===== src/rtl/median_pkg.sv =====
// rtl/median_pkg.sv - shared defaults and fill-state encoding for the median column window
package median_pkg;

    localparam int PIX_W_DEF     = 8;
    localparam int IMG_WIDTH_DEF = 64;

    typedef enum logic [1:0] {
        FILL0  = 2'd0,
        FILL1  = 2'd1,
        STREAM = 2'd2
    } fill_state_t;

    // STREAM is absorbing; the fill states step forward once per completed line.
    function automatic fill_state_t next_fill_state(input fill_state_t s);
        case (s)
            FILL0:   return FILL1;
            FILL1:   return STREAM;
            default: return STREAM;
        endcase
    endfunction

endpackage


===== src/rtl/median_line_buf.sv =====
// rtl/median_line_buf.sv - enable-gated delay line of DEPTH pixels
module median_line_buf #(
    parameter int DEPTH = 64,
    parameter int PIX_W = 8
) (
    input  logic             clk,
    input  logic             en,
    input  logic [PIX_W-1:0] din,
    output logic [PIX_W-1:0] dout
);

    logic [PIX_W-1:0] mem [DEPTH];

    // Storage is intentionally unreset; the fill states hide stale contents.
    always_ff @(posedge clk) begin
        if (en) begin
            mem[0] <= din;
            for (int i = 1; i < DEPTH; i++) begin
                mem[i] <= mem[i-1];
            end
        end
    end

    assign dout = mem[DEPTH-1];

endmodule


===== src/rtl/median_column_window.sv =====
// rtl/median_column_window.sv - three-row column extractor feeding the median column sorter
module median_column_window
    import median_pkg::*;
#(
    parameter int IMG_WIDTH = IMG_WIDTH_DEF,
    parameter int PIX_W     = PIX_W_DEF
) (
    input  logic             clk,
    input  logic             rst_n,
    input  logic [PIX_W-1:0] pix_in,
    input  logic             pix_valid,
    input  logic             sof,
    output logic [PIX_W-1:0] x2_y1,
    output logic [PIX_W-1:0] x2_y0,
    output logic [PIX_W-1:0] x2_ym1,
    output logic             col_valid,
    output logic             eol
);

    localparam int CNT_W = $clog2(IMG_WIDTH);
    localparam logic [CNT_W-1:0] LAST_COL = CNT_W'(IMG_WIDTH - 1);

    logic [PIX_W-1:0] line_a_tap;
    logic [PIX_W-1:0] line_b_tap;
    logic [CNT_W-1:0] col_cnt;
    fill_state_t      state;

    median_line_buf #(.DEPTH(IMG_WIDTH), .PIX_W(PIX_W)) u_line_a (
        .clk  (clk),
        .en   (pix_valid),
        .din  (pix_in),
        .dout (line_a_tap)
    );

    median_line_buf #(.DEPTH(IMG_WIDTH), .PIX_W(PIX_W)) u_line_b (
        .clk  (clk),
        .en   (pix_valid),
        .din  (line_a_tap),
        .dout (line_b_tap)
    );

    always_ff @(posedge clk or negedge rst_n) begin
        if (!rst_n) begin
            x2_y1     <= '0;
            x2_y0     <= '0;
            x2_ym1    <= '0;
            col_valid <= 1'b0;
            eol       <= 1'b0;
            col_cnt   <= '0;
            state     <= FILL0;
        end else if (pix_valid) begin
            x2_y1  <= pix_in;
            x2_y0  <= line_a_tap;
            x2_ym1 <= line_b_tap;
            if (sof) begin
                // A start-of-frame pixel is column 0 of a fresh fill.
                col_cnt   <= CNT_W'(1);
                state     <= FILL0;
                col_valid <= 1'b0;
                eol       <= 1'b0;
            end else begin
                col_valid <= (state == STREAM);
                eol       <= (state == STREAM) && (col_cnt == LAST_COL);
                if (col_cnt == LAST_COL) begin
                    col_cnt <= '0;
                    state   <= next_fill_state(state);
                end else begin
                    col_cnt <= col_cnt + CNT_W'(1);
                end
            end
        end else begin
            col_valid <= 1'b0;
            eol       <= 1'b0;
        end
    end

endmodule


===== config.mk =====
export PLATFORM = sky130hd
export DESIGN_NAME = median_column_window
export DESIGN_NICKNAME = d
export VERILOG_FILES = /design/src/rtl/median_pkg.sv /design/src/rtl/median_line_buf.sv /design/src/rtl/median_column_window.sv
export SDC_FILE = /design/constraint.sdc
export NUM_CORES = 1
export LEC_CHECK = 0
export ABC_CLOCK_PERIOD_IN_PS = 3000
export CORE_MARGIN = 2
export CORE_UTILIZATION = 60
export DETAILED_ROUTE_END_ITERATION = 7
export DONT_BUFFER_PORTS = 1
export GPL_ROUTABILITY_DRIVEN = 0
export PLACE_DENSITY_LB_ADDON = 0.15
export SETUP_SLACK_MARGIN = 0.02
export SLEW_MARGIN = 25
export SYNTH_ARGS = -nofsm -noshare
export SYNTH_HDL_FRONTEND = slang
export SYNTH_HIERARCHICAL = 1
export SYNTH_SLANG_ARGS = --single-unit

===== constraint.sdc =====
create_clock -name clk -period 3 [get_ports clk]
set_input_delay 0.6 -clock clk [delete_from_list [all_inputs] [get_ports clk]]
set_output_delay 0.6 -clock clk [all_outputs]
set_load 0.02 [all_outputs]

# Yosys cells after proc, flatten, opt, wreduce, memory -nomap -nowiden
# Memory sizes are Yosys's and may differ from the RTL's. A register that Yosys moved wholly into a read port is not among the register bits.
# Index checks and enable logic that the tools add are counted.
[op_classes]
eq_ne = 2
add_sub_neg = 1
n_reduce_logical = 5
muxes = 11
[ops]
columns = ["operator", "n"]
rows = [
  ["$mux 6", 2],
  ["$add 6x1->6 const B", 1],
  ["$eq 6x6->1 const B", 1],
  ["$mux 1", 6],
  ["$mux 2", 3],
  ["$eq 2x2->1 const B", 1],
  ["$logic_not 2->1", 1],
  ["$reduce_and 2->1", 1],
  ["$reduce_bool 2->1", 1],
  ["$logic_and 1x1->1", 1],
  ["$logic_not 1->1", 1],
]
[word_totals]
ff_bits = 26
mem_count = 2
elab_cells = 27
out_inout_bits = 26
mem_bits_rw = 1024
inputBits = 12
[mem_list]
columns = ["memory", "words", "word_bits", "read_ports", "rd_clocked_by_memory_dff", "wr", "line_no", "rtl"]
rows = [
  ["u_line_a.mem", 64, 8, 64, 0, 64, "median_line_buf.sv:12", "logic [PIX_W-1:0] mem [DEPTH];"],
  ["u_line_b.mem", 64, 8, 64, 1, 64, "median_line_buf.sv:12", ""],
]

# Longest topological paths before layout
# Gate-level depths: netlist of the first run.
[logic_depth]
word_depth = 4
depth_mapped = 4
depth_no_buf = 4

# Modules after synthesis
# Netlist of the first run, hierarchy kept.
[by_module_without_submodules]
columns = ["mod", "instances", "area_per_inst_um2", "cells_each", "seq_area_each_um2"]
rows = [
  ["median_line_buf", 2, 15434.8, 520, 15374.7],
  ["median_column_window", 1, 1456.4, 103, 850.8],
]

# Worst setup path after synthesis of the first run
# Ideal clock, no wire load.
[synth_timing]
path_kind = "input -> register"
from = "input pix_valid"
to = "register x2_y1[5]"
path_buffers = 2
required_time_ns = 2.875
path_slack_ns = 1.639
arrival_time_ns = 1.236
cell_stages = 3
setup_ns = 0.125
path_cell_list = "buf_2 buf_4 mux2_2"
[synth_rtl]
columns = ["item", "line_no", "rtl"]
rows = [
  ["start, declared", "median_column_window.sv:11", "input logic pix_valid,"],
  ["end signal, assigned", "median_column_window.sv:52", "x2_y1 <= pix_in;"],
  ["end, declared", "median_column_window.sv:13", "output logic [PIX_W-1:0] x2_y1,"],
]
# No word-level cell between the ends.

# Final worst setup path of the first run
[layout_timing]
from = "input pix_valid"
to = "register x2_ym1[4], read port of u_line_b.mem"
[layout_rtl]
columns = ["item", "line_no", "rtl"]
rows = [
  ["end, declared", "median_column_window.sv:15", "output logic [PIX_W-1:0] x2_ym1,"],
]
# No word-level cell between the ends.

==> results of run 1 <==
per-layer routing:
layer | GRT usage (%) | share of wire, % | wire [µm]
met5 | 0 | 0 | 0
met4 | 5.39 | 2.8 | 972
met3 | 3.65 | 4.4 | 1540
met2 | 15.6 | 40 | 14100
met1 | 21.2 | 53 | 18500
worst max-delay path: cells and delay by family:
kind,cells,cell delay (ps)
buffers and inverters,3,1780
muxes,1,420
area by class of cell:
class,instances,area (µm²),share of cell area [%]
sequential,1058,31600,86.9
clock buffer,119,2610,7.18
tap,696,871,2.39
clock inverter,61,557,1.53
multi-input combinational,57,544,1.50
timing repair buffer,7,175,0.481
inverter,6,22.5,0.0619
sequential cells by signal, summed over array words and instances, names as in the netlist:
signal        count
col_cnt           6
x2_ym1            8
x2_y0             8
eol               1
u_line_a/mem    512
u_line_b/mem    512
x2_y1             8
state             2
col_valid         1
stage by stage:
stage / instance area [µm²] / worst slack [ps] / power, µW / hold slack (ps) / cells
floorplan: 32300 / 1640 / 17800 / 304 / 1143
global placement: 33000 / 1610 / 17900 / 305 / 1817
detailed placement: 33000 / 1510 / 17900 / 305 / 1817
CTS: 36200 / 1250 / 30000 / 14.2 / 1999
global route: 36400 / 108 / 31000 / 12.8 / 2004
finish: 36400 / 226 / 29900 / 61.1 / 2004
kinds of logic after synthesis:
kind of cell,count (synthesis),synth area share (%)
muxes,26,0.898
buffers and inverters,28,0.561
AOI/OAI and AO/OA,13,0.375
DFF,1058,97.8
and+or+nand+nor,17,0.372
adders and majority gates,1,0.0387
power by group:
part           leakage, µW  internal (µW)  switching (µW)
Combinational     0.000292           90.2             283
Sequential          0.0104          17200             312
Clock              0.00156           7040            4970
synthesized netlist by cell type (all sizes together) (2+ instances only):
cell    count
a21oi       2
and2        2
and3        2
buf        22
dfrtp      34
edfxtp   1024
inv         6
mux2       24
mux2i       2
nand2b      3
nand3       4
nand3b      2
o311ai      2
o32ai       2
worst max path at each step:
stage	start	end	slack, ps	depth (start not counted)
after CTS	x2_y0[1]	x2_y0[1]	1250	0
after detailed placement	pix_valid	col_cnt[3]	1510	3
after global routing	pix_valid	x2_ym1[6]	110	4
after floorplan	pix_valid	x2_y1[5]	1640	3
final	pix_valid	x2_ym1[4]	230	4
after global placement	pix_valid	x2_ym1[6]	1610	1
repair_timing:
action / 4_1_cts / 5_1_grt
gates resized for setup: 0 / 0
endpoints found under the setup margin: 0 / 0
hold buffers: 2 / 0
endpoints found under the hold margin: 34 / 0
==> summary.txt, run 1 <==
Final layout
  • Filler instances: between 3k and 4k
  • Most frequent cells in the layout: edfxtp_1, clkbuf_16, dfrtp_1
  • Commonest non-fill, non-tap cell in the layout: edfxtp_1
  • ANT cells: 0
  • # nets final: between 1k and 1.5k
  • Layout cell share with drive strength beyond 1: 14.1%
  • Area grow syn2layout: 12.5%
  • Post-layout util: a little under 70%

Critical path
  • CP max-delay cell: buf_16
  • Worst Path Arrival: roughly 3300 ps
  • Critical Path Most Common Cell: buf_16
  • Reg2Reg Setup Slack: roughly 1500 ps
  • Worst r2r dst: col_cnt[3]
  • FF-to-FF Start: col_cnt[0]
  • Max stage delay on crit path: 680 ps
  • Startpoint Class: input pin
  • Critical Path End Type: flop
  • Critical Path RT: ~3500 ps
  • R2R depth: 4
  • Crit path cell chain: buf_16, buf_16, buf_16, mux2_2
  • CP Class: in2reg
  • CP max FO: 230

Floorplanning
  • Core area: 53500 µm²
  • Starting density of the core: between 60% and 70%
  • Num rows: 85
  • DIE WIDTH: between 200 and 250 µm
  • Die span in y: approximately 240 µm
  • DIE AREA: between 50000 and 60000 µm²
  • Num ports: 38

Clock network
  • CTS tree: built
  • Clock Path Buffers: 3
  • Clock transition at the registers of the reported paths: 60 ps
  • Setup bufs post-CTS: 0
  • CTS Sinks: about 1.1k
  • CTS root buf: clkbuf_16
  • H-tree level count: 3
  • Worst skew pair latency: approximately 630 ps
  • Clock buffer count from CTS: 96

Power
  • Peak supply drop: 0.000549 V
  • LEAKAGE: roughly 0.012 µW
  • Cell Pwr Density: about 800 nW/µm²

Drt
  • Drt total wl: about 35000 µm
  • Detailed router's first-iteration violation count: approximately 1.2k
  • Routed vias/inst: 5.21
  • Post-route DRC: 0
  • Pre-antenna DRT Iters: 4
  • Antenna Violating Nets Remaining: 0
  • WL/cell: 17.6 µm
  • Routed via count: ~10k

Synth
  • EDFF count, synth: 1024
  • Yosys reg bits: between 1k and 1.5k
  • Top FF cell, synth: edfxtp_1
  • Post-synth cell types: 31
  • Main area contributors after synthesis: edfxtp_1, dfrtp_1, mux2_2
  • Post-synth net total: ~1.2k
  • Synthesized area per cell: 28.3 µm²
  • Synth Warn #: 6
  • Number of cells produced by synthesis: 1143
  • Largest area contributor in the netlist: edfxtp_1
  • Asr flop ratio synth: under 10%
  • Top-area cell type share of the netlist area: approximately 95%
  • Synthesized area: 32300 µm²
  • Register area share after synthesis: a little over nine tenths

Worst hold path
  • Worst Hold Class: in2reg
  • Worst Hold End: state[1]
  • Hold_sp: sof
  • Hold Path Stages: 1

STA
  • Final Hold Viols: 0
  • RSZ-0062 raised after global routing: no
  • Endpoints failing setup: 0
  • Fin. max-slew vios: 0
  • Fin Clk Skew: ~15 ps
  • Final period utilization: between 90% and 100%
  • Rel. slew slack: between 10% and 20%
  • Max frequency: approximately 360 MHz
  • Worst-Margin Slew: 1280 ps
  • Setup Total Neg Slack: 0 ps
  • Final worst path period need: around 2800 ps

Global routing
  • Total congestion overflow: 0
  • Largest net degree at the start of global routing: ~1.1k
  • Antenna violations before repair: 0
  • Total GRT Usage: 12.7%
  • Vias in the first global route: between 10k and 15k
  • First-pass GRT wire length: about 55000 µm

Job
  • MaxCap Viol Count: 0

Status
  • Outcome: finished, final reports clean

Place
  • # port buffers: 0
  • DP HPWL: between 10000 and 15000 µm
(Power assumes the default switching activity.)
==> run 2: changes to the inputs <==
- CTS_BUF_LIST: default -> sky130_fd_sc_hd__clkbuf_8 sky130_fd_sc_hd__clkbuf_16
==> summary.txt, run 2 (synthesized netlist as in run 1, its figures left out) <==
STA
  • Final Hold Viols: 0
  • Final period utilization: a little over 90%
  • Fin Clk Skew: 15.7 ps
  • Max frequency: between 300 and 400 MHz
  • RSZ-0062 raised after global routing: no
  • Worst-Margin Slew: between 1000 and 1500 ps
  • Setup Total Neg Slack: 0 ps
  • Endpoints failing setup: 0
  • Fin. max-slew vios: 0
  • Final WS setup: between 200 and 250 ps
  • Rel. slew slack: approximately 14%
  • Final worst path period need: 2750 ps

Drt
  • Antenna Violating Nets Remaining: 0
  • Routed vias/inst: 5.23
  • Detailed router's first-iteration violation count: 1167
  • WL/cell: 17.5 µm
  • Post-route DRC: 0
  • Drt total wl: about 35000 µm
  • Pre-antenna DRT Iters: 7
  • Routed via count: between 10k and 15k

Clock network
  • Cts repair resizes: 0
  • CTS root buf: clkbuf_16
  • Worst skew pair latency: 630 ps
  • CTS tree: built
  • CTS Sinks: roughly 1.1k
  • Clock transition at the registers of the reported paths: ~60 ps
  • Clock Path Buffers: 3
  • H-tree level count: 3
  • Clock buffer count from CTS: between 90 and 100

Final layout
  • FF+latch area: approximately 32000 µm²
  • Regs by FF count: u_line_a/mem: 512 flops, u_line_b/mem: 512 flops
  • Area taken by multi-input logic gates: between 500 and 600 µm²
  • # nets final: around 1.2k
  • Area grow syn2layout: 12.5%
  • Filler instances: 3184
  • Most frequent cells in the layout: edfxtp_1, clkbuf_16, dfrtp_1
  • Post-route cell area: 36400 µm²
  • ANT cells: 0
  • Layout cell share with drive strength beyond 1: about 14%
  • Commonest non-fill, non-tap cell in the layout: edfxtp_1

Worst hold path
  • Worst Hold End: state[1]
  • Hold Path Stages: 1
  • Worst Hold Class: in2reg
  • Hold_sp: sof

Critical path
  • Critical Path RT: 3500 ps
  • FF-to-FF Start: col_cnt[0]
  • CP max FO: 230
  • Reg2Reg Setup Slack: around 1500 ps
  • Critical Path End Type: flop
  • Worst Path Arrival: 3250 ps
  • Worst r2r dst: col_cnt[3]
  • CP Class: in2reg
  • Startpoint Class: input pin
  • R2R depth: 4

Floorplanning
  • Die span in y: ~240 µm
  • DIE WIDTH: 236 µm
  • Core area: between 50000 and 60000 µm²
  • DIE AREA: 55800 µm²
  • Num rows: between 80 and 90
  • Starting density of the core: between 60% and 70%
  • Num ports: 38

Global routing
  • Total congestion overflow: 0
  • Largest net degree at the start of global routing: between 1k and 1.5k
  • Total GRT Usage: 12.7%
  • First-pass GRT wire length: ~55000 µm
  • Antenna violations before repair: 0
  • Vias in the first global route: slightly above 10k

Job
  • MaxCap Viol Count: 0

Power
  • Cell Pwr Density: a little over 800 nW/µm²
  • Final Power: 29800 µW
  • LEAKAGE: 0.0123 µW
  • Peak supply drop: about 0.00055 V

Place
  • Cell Area, Placed: between 30000 and 40000 µm²
  • DP HPWL: roughly 13000 µm
  • # port buffers: 0
  • Pre-CTS WS: about 1500 ps

Status
  • Outcome: finished, final reports clean
run 2: area by class of cell:
cell class              count  share of cell area (%)
clock buffers             105                    7.04
multi-input cells          57                    1.50
inverters                   6                  0.0619
flip-flops and latches   1058                    86.9
well taps                 696                    2.39
clock inverters            75                    1.67
repair buffers              7                   0.481
run 2: timing repair:
item	4_1_cts	5_1_grt
buffers inserted	0	0
hold buffers	2	0
hold endpoints to repair	34	0
run 2: per-stage QoR:
step           hold slack, ps  utilization, %  std cells
2_1_floorplan             304               -       1143
3_3_place_gp              305            61.8       1817
3_5_place_dp              305            61.8       1817
4_1_cts                  14.2            67.8       1999
5_1_grt                  12.8            68.0       2004
6_report                 66.1            68.0       2004
run 2: critical path, stage by stage:
cell and delay [ps]:
buf_16 540, buf_16 560, buf_16 670, mux2_2 420
run 2: power by group:
part | switching (µW) | internal [µW] | leakage, µW | total, µW
Clock | 4970 | 7000 | 0.00162 | 12000
Sequential | 312 | 17200 | 0.0104 | 17500
Combinational | 282 | 90.2 | 0.000292 | 372
Total | 5560 | 24300 | 0.0123 | 29800
run 2: how the worst max path moves through the flow:
stage               startpoint  depth (start not counted)         end
global placement     pix_valid                          1   x2_ym1[6]
floorplan            pix_valid                          3    x2_y1[5]
detailed placement   pix_valid                          3  col_cnt[3]
global route         pix_valid                          4   x2_ym1[6]
CTS                   x2_y0[1]                          0    x2_y0[1]
finish               pix_valid                          4   x2_ym1[4]
run 2: per-layer routing:
layer / up-vias / GRT usage, % / routed length (µm)
li1: 4772 / - / -
met1: 5472 / 21.2 / 18300
met2: 166 / 15.6 / 14400
met3: 79 / 3.65 / 1450
met4: 0 / 5.39 / 947
met5: - / 0 / 0
